===== src/rtl/switch_stats_monitor_pkg.sv =====
// Shared types and helpers for the switch statistics monitor.
package switch_stats_pkg;

    // Register-read field selector.
    typedef enum logic [1:0] {
        ACC  = 2'd0,
        DROP = 2'd1,
        DLV  = 2'd2,
        INFL = 2'd3
    } stat_field_e;

    // Snapshot sequencing states.
    typedef enum logic [1:0] {
        IDLE    = 2'd0,
        CAPTURE = 2'd1,
        HOLD    = 2'd2
    } snap_state_e;

    // Widest target mask the popcount helper accepts.
    localparam int MASK_MAX_W = 32;

    // Number of set bits in a (zero-extended) target mask.
    function automatic int unsigned popcount_mask(input logic [MASK_MAX_W-1:0] mask);
        int unsigned n;
        n = 0;
        for (int b = 0; b < MASK_MAX_W; b++) begin
            n = n + 32'(mask[b]);
        end
        return n;
    endfunction

endpackage


===== src/rtl/switch_stats_monitor_if.sv =====
// Tap and register-access bundle between the switch (or bench) and the monitor.
interface switch_stats_monitor_if
    import switch_stats_pkg::*;
#(
    parameter int NUM_PORTS = 4,
    parameter int CNT_W     = 32,
    parameter int INFL_W    = 16
) ();
    // One extra index bit so that out-of-range port numbers can be presented.
    localparam int PORT_W = $clog2(NUM_PORTS) + 1;

    logic [NUM_PORTS-1:0]           valid_in;
    logic [NUM_PORTS-1:0]           fifo_full;
    logic [NUM_PORTS*NUM_PORTS-1:0] target_in;
    logic [NUM_PORTS-1:0]           valid_out;
    logic                           clr;
    logic                           snap_req;
    logic                           snap_ack;
    logic                           snap_valid;
    logic                           rd_en;
    logic [PORT_W-1:0]              rd_port;
    stat_field_e                    rd_field;
    logic [CNT_W-1:0]               rd_data;
    logic                           rd_valid;
    logic [INFL_W-1:0]              in_flight;
    logic                           quiet;
    logic                           sat_flag;
    logic                           underflow_err;

    // Switch / software side.
    modport master (
        output valid_in, fifo_full, target_in, valid_out, clr,
               snap_req, snap_ack, rd_en, rd_port, rd_field,
        input  snap_valid, rd_data, rd_valid, in_flight, quiet,
               sat_flag, underflow_err
    );

    // Monitor side.
    modport slave (
        input  valid_in, fifo_full, target_in, valid_out, clr,
               snap_req, snap_ack, rd_en, rd_port, rd_field,
        output snap_valid, rd_data, rd_valid, in_flight, quiet,
               sat_flag, underflow_err
    );

endinterface


===== src/rtl/switch_stats_monitor_stat_counter.sv =====
// Saturating statistics counter with synchronous clear and same-cycle increment.
module stat_counter #(
    parameter int CNT_W = 32,
    parameter int INC_W = 3
) (
    input  logic             clk,
    input  logic             rst,
    input  logic [INC_W-1:0] inc_i,
    input  logic             clr_i,
    output logic [CNT_W-1:0] cnt_o,
    output logic [CNT_W-1:0] cnt_d_o,
    output logic             sat_o
);
    localparam logic [CNT_W-1:0] CNT_MAX = '1;

    logic [CNT_W-1:0] cnt_q;
    logic [CNT_W-1:0] cnt_d;
    logic [CNT_W-1:0] base;
    logic [CNT_W-1:0] inc_ext;

    // Next value: clear restarts from zero but still takes this cycle's increment.
    always_comb begin
        // NOTE: every output of a combinational block is assigned on every path so no latch is inferred.
        base    = clr_i ? '0 : cnt_q;
        inc_ext = CNT_W'(inc_i);
        sat_o   = 1'b0;
        cnt_d   = base + inc_ext;
        if (base >= CNT_MAX - inc_ext) begin
            cnt_d = CNT_MAX;
            sat_o = 1'b1;
        end
    end

    // Counter register.
    always_ff @(posedge clk) begin
        // NOTE: sequential state uses non-blocking assignments so all registers update together.
        if (rst) begin
            cnt_q <= '0;
        end else begin
            cnt_q <= cnt_d;
        end
    end

    assign cnt_o   = cnt_q;
    assign cnt_d_o = cnt_d;

endmodule


===== src/rtl/switch_stats_monitor.sv =====
// Per-port accept/drop/deliver statistics, in-flight tracking, snapshot and read path.
module switch_stats_monitor
    import switch_stats_pkg::*;
#(
    parameter int NUM_PORTS = 4,
    parameter int CNT_W     = 32,
    parameter int INFL_W    = 16
) (
    input logic                  clk,
    input logic                  rst,
    switch_stats_monitor_if.slave bus
);
    localparam int W_W    = $clog2(NUM_PORTS + 1);
    localparam int SUM_W  = INFL_W + $clog2(NUM_PORTS) + 1;
    localparam int PORT_W = $clog2(NUM_PORTS) + 1;
    localparam int WIDE_W = (CNT_W > INFL_W) ? CNT_W : INFL_W;
    localparam logic signed [SUM_W-1:0] INFL_MAX_S = SUM_W'({INFL_W{1'b1}});

    logic [W_W-1:0]   weight   [NUM_PORTS];
    logic [W_W-1:0]   acc_inc  [NUM_PORTS];
    logic [W_W-1:0]   drop_inc [NUM_PORTS];
    logic [W_W-1:0]   dlv_inc  [NUM_PORTS];

    logic [CNT_W-1:0] acc_cnt  [NUM_PORTS];
    logic [CNT_W-1:0] drop_cnt [NUM_PORTS];
    logic [CNT_W-1:0] dlv_cnt  [NUM_PORTS];
    logic [CNT_W-1:0] acc_nxt  [NUM_PORTS];
    logic [CNT_W-1:0] drop_nxt [NUM_PORTS];
    logic [CNT_W-1:0] dlv_nxt  [NUM_PORTS];
    logic [3*NUM_PORTS-1:0] cnt_sat;

    logic [CNT_W-1:0] shd_acc_q  [NUM_PORTS];
    logic [CNT_W-1:0] shd_drop_q [NUM_PORTS];
    logic [CNT_W-1:0] shd_dlv_q  [NUM_PORTS];
    logic [INFL_W-1:0] shd_infl_q;
    snap_state_e       state_q;
    logic              snap_valid_q;

    logic signed [SUM_W-1:0] acc_total;
    logic signed [SUM_W-1:0] dlv_total;
    logic signed [SUM_W-1:0] infl_sum;
    logic [INFL_W-1:0] in_flight_q, in_flight_d;
    logic              infl_under, infl_sat;
    logic              sat_flag_q, sat_flag_d;
    logic              underflow_q, underflow_d;

    logic [WIDE_W-1:0] infl_wide;
    logic [CNT_W-1:0]  rd_data_q, rd_data_d;
    logic              rd_valid_q;

    // Per-port event weights from the target-mask popcount.
    always_comb begin
        for (int i = 0; i < NUM_PORTS; i++) begin
            weight[i]   = W_W'(popcount_mask(MASK_MAX_W'(bus.target_in[i*NUM_PORTS +: NUM_PORTS])));
            acc_inc[i]  = (bus.valid_in[i] && !bus.fifo_full[i]) ? weight[i] : '0;
            drop_inc[i] = (bus.valid_in[i] &&  bus.fifo_full[i]) ? weight[i] : '0;
            dlv_inc[i]  = W_W'(bus.valid_out[i]);
        end
    end

    for (genvar g = 0; g < NUM_PORTS; g++) begin : g_port
        stat_counter #(.CNT_W(CNT_W), .INC_W(W_W)) u_acc (
            .clk(clk), .rst(rst), .inc_i(acc_inc[g]), .clr_i(bus.clr),
            .cnt_o(acc_cnt[g]), .cnt_d_o(acc_nxt[g]), .sat_o(cnt_sat[3*g])
        );
        stat_counter #(.CNT_W(CNT_W), .INC_W(W_W)) u_drop (
            .clk(clk), .rst(rst), .inc_i(drop_inc[g]), .clr_i(bus.clr),
            .cnt_o(drop_cnt[g]), .cnt_d_o(drop_nxt[g]), .sat_o(cnt_sat[3*g+1])
        );
        stat_counter #(.CNT_W(CNT_W), .INC_W(W_W)) u_dlv (
            .clk(clk), .rst(rst), .inc_i(dlv_inc[g]), .clr_i(bus.clr),
            .cnt_o(dlv_cnt[g]), .cnt_d_o(dlv_nxt[g]), .sat_o(cnt_sat[3*g+2])
        );
    end

    // In-flight update in a widened signed domain, clamped at both ends; sticky flags.
    always_comb begin
        acc_total = '0;
        dlv_total = '0;
        for (int i = 0; i < NUM_PORTS; i++) begin
            acc_total = acc_total + $signed(SUM_W'(acc_inc[i]));
            dlv_total = dlv_total + $signed(SUM_W'(dlv_inc[i]));
        end
        infl_sum    = $signed(SUM_W'(in_flight_q)) + acc_total - dlv_total;
        infl_under  = 1'b0;
        infl_sat    = 1'b0;
        in_flight_d = infl_sum[INFL_W-1:0];
        if (infl_sum[SUM_W-1]) begin
            in_flight_d = '0;
            infl_under  = 1'b1;
        end else if (infl_sum > INFL_MAX_S) begin
            in_flight_d = '1;
            infl_sat    = 1'b1;
        end
        sat_flag_d  = (bus.clr ? 1'b0 : sat_flag_q) | (|cnt_sat) | infl_sat;
        underflow_d = (bus.clr ? 1'b0 : underflow_q) | infl_under;
    end

    // Live in-flight count and sticky flags; clr deliberately leaves in_flight alone.
    always_ff @(posedge clk) begin
        if (rst) begin
            in_flight_q <= '0;
            sat_flag_q  <= 1'b0;
            underflow_q <= 1'b0;
        end else begin
            in_flight_q <= in_flight_d;
            sat_flag_q  <= sat_flag_d;
            underflow_q <= underflow_d;
        end
    end

    // Snapshot FSM: CAPTURE latches the values this edge writes into the live counters.
    always_ff @(posedge clk) begin
        if (rst) begin
            state_q      <= IDLE;
            snap_valid_q <= 1'b0;
            shd_infl_q   <= '0;
            // NOTE: the shadows are a handful of registers, not a RAM, so resetting them is cheap and keeps reads deterministic.
            for (int i = 0; i < NUM_PORTS; i++) begin
                shd_acc_q[i]  <= '0;
                shd_drop_q[i] <= '0;
                shd_dlv_q[i]  <= '0;
            end
        end else begin
            case (state_q)
                IDLE: begin
                    if (bus.snap_req) state_q <= CAPTURE;
                end
                CAPTURE: begin
                    for (int i = 0; i < NUM_PORTS; i++) begin
                        shd_acc_q[i]  <= acc_nxt[i];
                        shd_drop_q[i] <= drop_nxt[i];
                        shd_dlv_q[i]  <= dlv_nxt[i];
                    end
                    shd_infl_q   <= in_flight_d;
                    state_q      <= HOLD;
                    snap_valid_q <= 1'b1;
                end
                HOLD: begin
                    if (bus.snap_ack) begin
                        state_q      <= IDLE;
                        snap_valid_q <= 1'b0;
                    end
                end
                default: begin
                    state_q      <= IDLE;
                    snap_valid_q <= 1'b0;
                end
            endcase
        end
    end

    // Read mux: shadows while a snapshot is held, live values otherwise.
    always_comb begin
        rd_data_d = '0;
        infl_wide = WIDE_W'(snap_valid_q ? shd_infl_q : in_flight_q);
        case (bus.rd_field)
            ACC, DROP, DLV: begin
                for (int p = 0; p < NUM_PORTS; p++) begin
                    if (bus.rd_port == PORT_W'(p)) begin
                        if (bus.rd_field == ACC)
                            rd_data_d = snap_valid_q ? shd_acc_q[p] : acc_cnt[p];
                        else if (bus.rd_field == DROP)
                            rd_data_d = snap_valid_q ? shd_drop_q[p] : drop_cnt[p];
                        else
                            rd_data_d = snap_valid_q ? shd_dlv_q[p] : dlv_cnt[p];
                    end
                end
            end
            INFL:    rd_data_d = infl_wide[CNT_W-1:0];
            default: rd_data_d = '0;
        endcase
    end

    // Registered read response, one result per rd_en cycle.
    always_ff @(posedge clk) begin
        if (rst) begin
            rd_data_q  <= '0;
            rd_valid_q <= 1'b0;
        end else begin
            rd_valid_q <= bus.rd_en;
            if (bus.rd_en) rd_data_q <= rd_data_d;
        end
    end

    assign bus.snap_valid    = snap_valid_q;
    assign bus.rd_data       = rd_data_q;
    assign bus.rd_valid      = rd_valid_q;
    assign bus.in_flight     = in_flight_q;
    assign bus.quiet         = (in_flight_q == '0);
    assign bus.sat_flag      = sat_flag_q;
    assign bus.underflow_err = underflow_q;

endmodule


===== src/flat_wrapper.sv =====
// flat-port wrapper written by rule: the top's interface ports become plain ports
module switch_stats_monitor_flat import switch_stats_pkg::*;
#(
    parameter int NUM_PORTS = 4,
    parameter int CNT_W     = 32,
    parameter int INFL_W    = 16
)
  (clk, rst, bus_valid_in, bus_fifo_full, bus_target_in, bus_valid_out, bus_clr, bus_snap_req, bus_snap_ack, bus_rd_en, bus_rd_port, bus_rd_field, bus_snap_valid, bus_rd_data, bus_rd_valid, bus_in_flight, bus_quiet, bus_sat_flag, bus_underflow_err);
  switch_stats_monitor_if #(.NUM_PORTS(NUM_PORTS), .CNT_W(CNT_W), .INFL_W(INFL_W)) bus_i ();
  input logic clk;
  input logic rst;
  input wire logic [$bits(bus_i.valid_in)-1:0] bus_valid_in;
  input wire logic [$bits(bus_i.fifo_full)-1:0] bus_fifo_full;
  input wire logic [$bits(bus_i.target_in)-1:0] bus_target_in;
  input wire logic [$bits(bus_i.valid_out)-1:0] bus_valid_out;
  input wire logic [$bits(bus_i.clr)-1:0] bus_clr;
  input wire logic [$bits(bus_i.snap_req)-1:0] bus_snap_req;
  input wire logic [$bits(bus_i.snap_ack)-1:0] bus_snap_ack;
  input wire logic [$bits(bus_i.rd_en)-1:0] bus_rd_en;
  input wire logic [$bits(bus_i.rd_port)-1:0] bus_rd_port;
  input wire logic [$bits(bus_i.rd_field)-1:0] bus_rd_field;
  output wire logic [$bits(bus_i.snap_valid)-1:0] bus_snap_valid;
  output wire logic [$bits(bus_i.rd_data)-1:0] bus_rd_data;
  output wire logic [$bits(bus_i.rd_valid)-1:0] bus_rd_valid;
  output wire logic [$bits(bus_i.in_flight)-1:0] bus_in_flight;
  output wire logic [$bits(bus_i.quiet)-1:0] bus_quiet;
  output wire logic [$bits(bus_i.sat_flag)-1:0] bus_sat_flag;
  output wire logic [$bits(bus_i.underflow_err)-1:0] bus_underflow_err;
  assign bus_i.valid_in = bus_valid_in;
  assign bus_i.fifo_full = bus_fifo_full;
  assign bus_i.target_in = bus_target_in;
  assign bus_i.valid_out = bus_valid_out;
  assign bus_i.clr = bus_clr;
  assign bus_i.snap_req = bus_snap_req;
  assign bus_i.snap_ack = bus_snap_ack;
  assign bus_i.rd_en = bus_rd_en;
  assign bus_i.rd_port = bus_rd_port;
  assign bus_i.rd_field = bus_rd_field;
  assign bus_snap_valid = bus_i.snap_valid;
  assign bus_rd_data = bus_i.rd_data;
  assign bus_rd_valid = bus_i.rd_valid;
  assign bus_in_flight = bus_i.in_flight;
  assign bus_quiet = bus_i.quiet;
  assign bus_sat_flag = bus_i.sat_flag;
  assign bus_underflow_err = bus_i.underflow_err;
  switch_stats_monitor #(.NUM_PORTS(NUM_PORTS), .CNT_W(CNT_W), .INFL_W(INFL_W)) u_core (.clk(clk), .rst(rst), .bus(bus_i));
endmodule

===== config.mk =====
export PLATFORM = sky130hd
export DESIGN_NAME = switch_stats_monitor_flat
export DESIGN_NICKNAME = d
export VERILOG_FILES = /design/src/rtl/switch_stats_monitor_pkg.sv /design/src/rtl/switch_stats_monitor_if.sv /design/src/rtl/switch_stats_monitor_stat_counter.sv /design/src/rtl/switch_stats_monitor.sv /design/src/flat_wrapper.sv
export SDC_FILE = /design/constraint.sdc
export NUM_CORES = 2
export LEC_CHECK = 0
export ABC_AREA = 1
export CAP_MARGIN = 5
export CORE_MARGIN = 4
export CORE_UTILIZATION = 30
export DETAILED_ROUTE_END_ITERATION = 7
export GPL_ROUTABILITY_DRIVEN = 0
export PLACE_DENSITY = 0.48
export SKIP_LAST_GASP = 1
export SLEW_MARGIN = 20
export SYNTH_ARGS = -nofsm -noshare
export SYNTH_HDL_FRONTEND = slang
export SYNTH_SLANG_ARGS = --single-unit
export TNS_END_PERCENT = 1

===== constraint.sdc =====
create_clock -name clk -period 18.74 [get_ports clk]
set_input_delay 2.811 -clock clk [delete_from_list [all_inputs] [get_ports clk]]
set_output_delay 2.811 -clock clk [all_outputs]
set_load 0.005 [all_outputs]

# [Word-level counts from Yosys, hierarchy flattened]
# Memories as Yosys holds them, arrays and structs flattened.
# Index checks and enable logic that the tools add are counted.
[classes] n_addsub=44 n_lt_le_gt_ge=13 eq_ne=10 muxes=99 bitwise_logic=16 n_reduce_logical=20
[ops] op="$mux W32" n=60
[ops] op="$ge A32 B32 Y1" n=12
[ops] op="$add A32 B3 Y32" n=8
[ops] op="$add A32 B1 Y32" n=4
[ops] op="$pmux W32 S2" n=1
[ops] op="$mux W16" n=3
[ops] op="$sub A1 B4 Y5 const A" n=8
[ops] op="$add A19 B2 Y19" n=2
[ops] op="$add A19 B4 Y19" n=2
[ops] op="$add A3 B1 Y3" n=8
[ops] op="$mux W3" n=8
[ops] op="$mux W1" n=23
[ops] op="$add A17 B19 Y19" n=1
[ops] op="$gt A19 B17 Y1 const B" n=1
[ops] op="$sub A19 B19 Y19" n=1
[ops] op="$logic_not A16 Y1" n=1
[ops] op="$or A1 B1 Y1" n=15
[ops] op="$reduce_or A12 Y1" n=1
[ops] op="$sub A1 B2 Y3 const A" n=4
[ops] op="$add A1 B1 Y2" n=5
[ops] op="$logic_and A1 B1 Y1" n=8
[ops] op="$eq A2 B2 Y1 const B" n=3
[ops] op="$eq A3 B2 Y1 const B" n=2
[ops] op="$pmux W2 S3" n=1
[ops] op="12 further kinds" n=20
[totals] register_bits=454 ramBits=384 inputBits=39 out_inout_bits=53 word_cells=225 mem_count=3
[memory_table] memory="u_core.shd_acc_q" depth=4 width=32 read_ports=4 rd_ports_with_merged_regs=0 wr=4 line_no="switch_stats_monitor.sv:32" text="logic [CNT_W-1:0] shd_acc_q [NUM_PORTS];"
[memory_table] memory="u_core.shd_dlv_q" depth=4 width=32 read_ports=4 rd_ports_with_merged_regs=0 wr=4 line_no="switch_stats_monitor.sv:34" text="logic [CNT_W-1:0] shd_dlv_q [NUM_PORTS];"
[memory_table] memory="u_core.shd_drop_q" depth=4 width=32 read_ports=4 rd_ports_with_merged_regs=0 wr=4 line_no="switch_stats_monitor.sv:33" text="logic [CNT_W-1:0] shd_drop_q [NUM_PORTS];"

# [Longest topological paths before layout]
[depth] depth_word=13 depth_mapped=31 ltp_nobuf=30

# [Cells and area by module]
# A second synthesis with hierarchy kept.
[hier_totals] cells_unflattened=8895 area_unflattened_um2=59706.0
[by_module_without_submodules] module="stat_counter at u_core.g_port[0].u_dlv ..." n_inst=11 cells_per_inst=431 area_each_um2=2668.8 seq_area_each_um2=640.6
[by_module_without_submodules] module="switch_stats_monitor" n_inst=1 cells_per_inst=3708 area_each_um2=27621.5 seq_area_each_um2=12932.4
[by_module_without_submodules] module="stat_counter at u_core.g_port[0].u_acc" n_inst=1 cells_per_inst=446 area_each_um2=2727.6 seq_area_each_um2=640.6

# [Worst setup path after synthesis]
# OpenSTA, ideal clock, no wires.
[synth_timing] kind="input to register" startpoint="input port rst" endpoint="memory u_core.shd_acc_q[0][0] (enable)" setup_time_ps=731 arrival_time_ps=10683 required_ps=18009 path_slack_ps=7327 path_stages=4 path_buffers=2 path_cell_list="clkbuf_1 nor2_1 clkbuf_1 inv_1"
[synth_rtl] item="start, declared" line_no="flat_wrapper.sv:11" text="input logic rst;"
[synth_rtl] item="end, declared" line_no="switch_stats_monitor.sv:32"

# [Final worst setup path]
[layout_timing] startpoint="input port bus_target_in[4]" endpoint="register u_core.shd_infl_q[14]"
[layout_via] elab_chain_len=12
[layout_lines] item="start, declared" line_no="flat_wrapper.sv:14" text="input wire logic [$bits(bus_i.target_in)-1:0] bus_target_in;"
[layout_lines] item="$add A1 B1 Y2 *" line_no="switch_stats_monitor_pkg.sv:27" text="n = n + 32'(mask[b]);"
[layout_lines] item="$add A3 B1 Y3 * (2 in a row)" line_no="switch_stats_monitor_pkg.sv:27"
[layout_lines] item="$mux W3 *" line_no="switch_stats_monitor.sv:55" text="acc_inc[i] = (bus.valid_in[i] && !bus.fifo_full[i]) ? weight[i] : '0;"
[layout_lines] item="$add A3 B3 Y4 *" line_no="switch_stats_monitor.sv:81" text="acc_total = acc_total + $signed(SUM_W'(acc_inc[i]));"
[layout_lines] item="$add A19 B4 Y19 * (2 in a row)" line_no="switch_stats_monitor.sv:81"
[layout_lines] item="$add A17 B19 Y19 *" line_no="switch_stats_monitor.sv:84" text="infl_sum = $signed(SUM_W'(in_flight_q)) + acc_total - dlv_total;"
[layout_lines] item="$sub A19 B19 Y19 *" line_no="switch_stats_monitor.sv:84"
[layout_lines] item="$gt A19 B17 Y1" line_no="switch_stats_monitor.sv:91" text="end else if (infl_sum > INFL_MAX_S) begin"
[layout_lines] item="$mux W16" line_no="switch_stats_monitor.sv:91"
[layout_lines] item="$mux W16 *" line_no="switch_stats_monitor.sv:88" text="if (infl_sum[SUM_W-1]) begin"
[layout_lines] item="end signal, assigned" line_no="switch_stats_monitor.sv:135" text="shd_infl_q <= in_flight_d;"
[layout_lines] item="end, declared" line_no="switch_stats_monitor.sv:35" text="logic [INFL_W-1:0] shd_infl_q;"
# Mark *: on every way between the ends. The rest lies on a longest branch, timed or not.
# A chain may end at the register's enable or synchronous reset.

==> out/qor.log <==
qor: cells_and_area.final_layout_size_suffix_gt1_share 4.64%
qor: yosys.post_synth_and_or_nand_nor_area_fraction 32.7%
qor: cells_and_area.multi_input_logic_area 25900 µm²
qor: global_route.grt_first_pass_wirelength 312000 µm
qor: placement.dp_slack 9510 ps
qor: cells_and_area.fill_cells 18700
qor: cts.cts_buffers 103
qor: cells_and_area.fin_util 33.9%
qor: critical_path.cpLargestDelayFamily adder cells
qor: cts.cts-htree-levels 3
qor: drt.drt_first_iter_violations 5096
qor: yosys.post_synth_inst_count 7535
qor: timing.grt_setup_unrepaired false
qor: yosys.mappedNetlistNets 7690
qor: cts.post_cts_hold_buffer_count 0
qor: cts.cts.repair.resized 0
qor: run_status.run_status finished, violations left
qor: timing.totalNegativeSetupSlack 0 ps
qor: min_path.worst_hold_startpoint u_core.state_q[0]$_SDFFE_PP0P_
qor: global_route.maximum_number_of_pins_on_one_net_before_global_route_repair 123
qor: yosys.yosys_warnings 0
qor: timing.achievable_frequency 118 MHz
qor: cts.tritoncts_clock_tree yes
qor: run_status.violations_in_the_final_reports DRC
qor: critical_path.cp.buffers_inverters 2
qor: cts.clkSinkCount 838
qor: power.leakage_power 23.0 nW
qor: cts.cts_post_setup_buffers_inserted 0
qor: yosys.synth_seq_cells 838
qor: cts.root_buffer sky130_fd_sc_hd__clkbuf_16
qor: yosys.synth_top_family_by_area simple AND/OR/NAND/NOR gates
qor: drt.drc 2
qor: drt.route.antenna.remaining_nets 0
qor: cts.worst_skew_pair.late_latency 750 ps
qor: timing.final_max_slew_viol_count 0
qor: drt.via_count 50600
qor: power.power_per_cell_area 88.3 nW/µm²
qor: floorplan.dieArea 179000 µm²
qor: floorplan.fp-row-count 152
qor: yosys.ys_seq_area_share 39.9%
qor: yosys.synth-edff-count 384
qor: timing.final_min_period_over_clock_period 45.0%
qor: global_route.grt.total_usage 22.7%
qor: floorplan.die_height 423 µm
qor: yosys.yosys.area_share.adder 3.10%
qor: yosys.post_synthesis_share_of_cell_area_spent_on_xor_and_xnor_gates 3.15%
qor: cts.clock_slew_at_reported_path_ffs 60 ps
qor: power.peakVddDrop 0.0959 mV
qor: floorplan.die_width 423 µm
qor: cells_and_area.area_growth 12.5%
qor: critical_path.worst_endpoint_required_time 19370 ps
qor: critical_path.worst_path_most_repeated_cell sky130_fd_sc_hd__nand2_1
qor: timing.final_critical_path_required_period 8440 ps
qor: cts.clock_tree_buffer_depth 3
qor: run.max-cap-violations 0
qor: yosys.ys_types 65
qor: drt.wl_per_cell 21.4 µm
qor: yosys.postSynth.topFlopCell sky130_fd_sc_hd__dfxtp_1
qor: drt.avgViaCountPerCell 5.13
qor: critical_path.worst_setup_path_startpoint bus_target_in[4]
qor: critical_path.timing.critical_path.arrival 9070 ps
qor: yosys.synth_compound_gate_area_share 11.0%
qor: timing.tightestPinTransition 1200 ps
qor: critical_path.crit_path_top_delay_cell sky130_fd_sc_hd__fa_1
qor: critical_path.timing.setup.critical_path_class input pin to flip-flop
qor: critical_path.setup.worst_path.start_class input pin
qor: critical_path.worst_path_max_fanout 17
qor: floorplan.fp.coreArea 172000 µm²
qor: placement.numPortBuffers 91
qor: timing.worst_slack 10300 ps
qor: min_path.hold_path_class flip-flop to flip-flop
qor: timing.max-slew-margin-rel 19.0%
qor: drt.detail_route.first_pass.iterations 8
qor: critical_path.crit_path_cell_trace clkdlybuf4s50_1, ha_1, inv_1, fa_1, nor2_1, ha_1, ha_1, nor2_1, xnor2_1, fa_1, fa_1, fa_1, fa_1, nand2_1, nand2_1, and2_1, nand2_1, nand2_1, nand2_1, nand3_1, nand2_1, nand3_1, nand3_1, nand2_1
qor: critical_path.worstReg2RegStart u_core.bus.snap_valid$_SDFFE_PP0P_
qor: timing.clock-skew-final 34.9 ps
qor: timing.hold_viol 0
qor: timing.hold_slack 416 ps
qor: global_route.antenna_found_initial 4
qor: floorplan.start_util 30.1%
qor: timing.report.final.setup_viol 0
qor: cells_and_area.design.final.nets 7609
qor: yosys.muxShareOfSynthArea 0%
qor: placement.detailedPlacementHpwl 152000 µm
qor: floorplan.ios 92
qor: yosys.syn-cell-area 51700 µm²
qor: yosys.synthesis.area_per_instance 6.86 µm²
qor: yosys.async_set_reset_flop_share_out_of_synthesis 0%
qor: cells_and_area.regArea 20600 µm²
qor: drt.totalWireLength 211000 µm
qor: global_route.vias_in_the_first_global_route 47300
qor: cells_and_area.most-common-layout-cells 1599 x sky130_fd_sc_hd__nand2_1, 1450 x sky130_fd_sc_hd__nor2_1, 997 x sky130_fd_sc_hd__inv_1, 504 x sky130_fd_sc_hd__nand3_1, 453 x sky130_fd_sc_hd__dfxtp_1
qor: global_route.grt_ovf 0
qor: cells_and_area.layout_commonest_cell sky130_fd_sc_hd__nand2_1
qor: critical_path.sort_of_element_at_the_end_of_the_critical_path flip-flop
qor: critical_path.max_stage_delay 590 ps
cell usage after synthesis (12+ instances only):
library cell	count	share of area, %
sky130_fd_sc_hd__dfxtp_1	454	18
sky130_fd_sc_hd__ha_1	96	2.3
sky130_fd_sc_hd__nand3b_1	48	0.70
sky130_fd_sc_hd__o211ai_1	100	1.5
sky130_fd_sc_hd__nor3_2	12	0.23
sky130_fd_sc_hd__buf_2	46	0.45
sky130_fd_sc_hd__nand3_1	505	4.9
sky130_fd_sc_hd__buf_1	30	0.22
sky130_fd_sc_hd__buf_4	13	0.19
sky130_fd_sc_hd__inv_1	999	7.3
sky130_fd_sc_hd__nor4_1	19	0.23
sky130_fd_sc_hd__a31oi_1	13	0.16
sky130_fd_sc_hd__nor2_1	1455	11
sky130_fd_sc_hd__o22ai_1	34	0.41
sky130_fd_sc_hd__buf_6	17	0.37
sky130_fd_sc_hd__nand2_1	1601	12
sky130_fd_sc_hd__xor2_1	122	2.1
sky130_fd_sc_hd__nor2_2	34	0.41
sky130_fd_sc_hd__clkbuf_1	224	1.6
sky130_fd_sc_hd__a21oi_1	416	4.0
sky130_fd_sc_hd__nor3_1	154	1.5
sky130_fd_sc_hd__nand4_1	115	1.4
sky130_fd_sc_hd__o21ai_0	410	4.0
sky130_fd_sc_hd__xnor2_1	64	1.1
sky130_fd_sc_hd__or2_2	30	0.36
sky130_fd_sc_hd__edfxtp_1	384	22
sky130_fd_sc_hd__fa_1	20	0.77
final timing paths:
path | endpoint | cells after the start | slack (ps)
worst min register to register | u_core.state_q[0]$_SDFFE_PP0P_ | 1 | 420
worst min-delay path | u_core.state_q[0]$_SDFFE_PP0P_ | 1 | 420
worst max-delay path | u_core.shd_infl_q[14]$_SDFFE_PP0P_ | 24 | 10300
worst max register to register | u_core.bus.rd_data[16]$_SDFFE_PP0P_ | 13 | 13780
sequential cells by signal, summed over array words and instances (netlist names):
name,count
u_core.bus.rd_valid,1
u_core.bus.rd_data,32
u_core.shd_acc_q,128
u_core.g_port.u_drop.cnt_o,128
u_core.shd_infl_q,16
u_core.state_q,2
u_core.shd_dlv_q,128
u_core.bus.sat_flag,1
u_core.g_port.u_dlv.cnt_o,128
u_core.shd_drop_q,128
u_core.bus.in_flight,16
u_core.bus.underflow_err,1
u_core.g_port.u_acc.cnt_o,128
u_core.bus.snap_valid,1
metal layers:
layer | vias up | wire [µm] | global-route usage (%)
met2 | 1855 | 95500 | 36.7
met5 | - | 23 | 0
met3 | 325 | 12900 | 2.75
met4 | 4 | 8140 | 7.87
li1 | 24100 | - | -
met1 | 24200 | 94400 | 31.4
worst reg2reg max path, stage by stage, from the launching register on:
cell and delay (ps):
sky130_fd_sc_hd__dfxtp_4 460, sky130_fd_sc_hd__inv_8 440, sky130_fd_sc_hd__buf_4 690, sky130_fd_sc_hd__buf_4 710
sky130_fd_sc_hd__buf_4 780, sky130_fd_sc_hd__nand2_1 110, sky130_fd_sc_hd__o211ai_1 220, sky130_fd_sc_hd__o21ai_0 420
sky130_fd_sc_hd__o21ai_0 400, sky130_fd_sc_hd__nand2_1 100, sky130_fd_sc_hd__nand2_1 190, sky130_fd_sc_hd__nand2_1 130
sky130_fd_sc_hd__nand2_1 100, sky130_fd_sc_hd__a21oi_1 70
cells by family (layout without fill, tap and decap cells):
kind of cell	count (synthesis)	after routing
compound gates	1033	1033
simple gates	4024	4024
other cells	0	3
flops	838	838
buf+inv	1338	1347
xor+xnor	186	186
fa+ha+maj	116	116
metrics by stage:
step	power [W]	cell area, µm²	std cells
finish	0.00513	58100	9857
global route	0.00535	58100	9855
CTS	0.00518	58100	9854
detailed placement	0.00303	54500	9659
global placement	0.00303	54500	9659
floorplan	0.00268	51700	7535
final cells by class:
type / instances / area share (%)
Antenna cell: 3 / 0.0129
Clock inverter: 58 / 1.21
Clock buffer: 137 / 4.98
Sequential cell: 838 / 35.5
Timing Repair Buffer: 144 / 2.30
Inverter: 1008 / 6.57
Multi-Input combinational cell: 5359 / 44.5
Tap cell: 2310 / 4.97
report_power, final:
group | switching (W) | total (W) | leakage, nW | internal, W
logic | 0.000645 | 0.000938 | 13.5 | 0.000293
registers | 0.0000554 | 0.00205 | 7.73 | 0.00199
clock network | 0.000868 | 0.00215 | 1.78 | 0.00128
total | 0.00157 | 0.00513 | 23.0 | 0.00357
(Power assumes the default switching activity.)
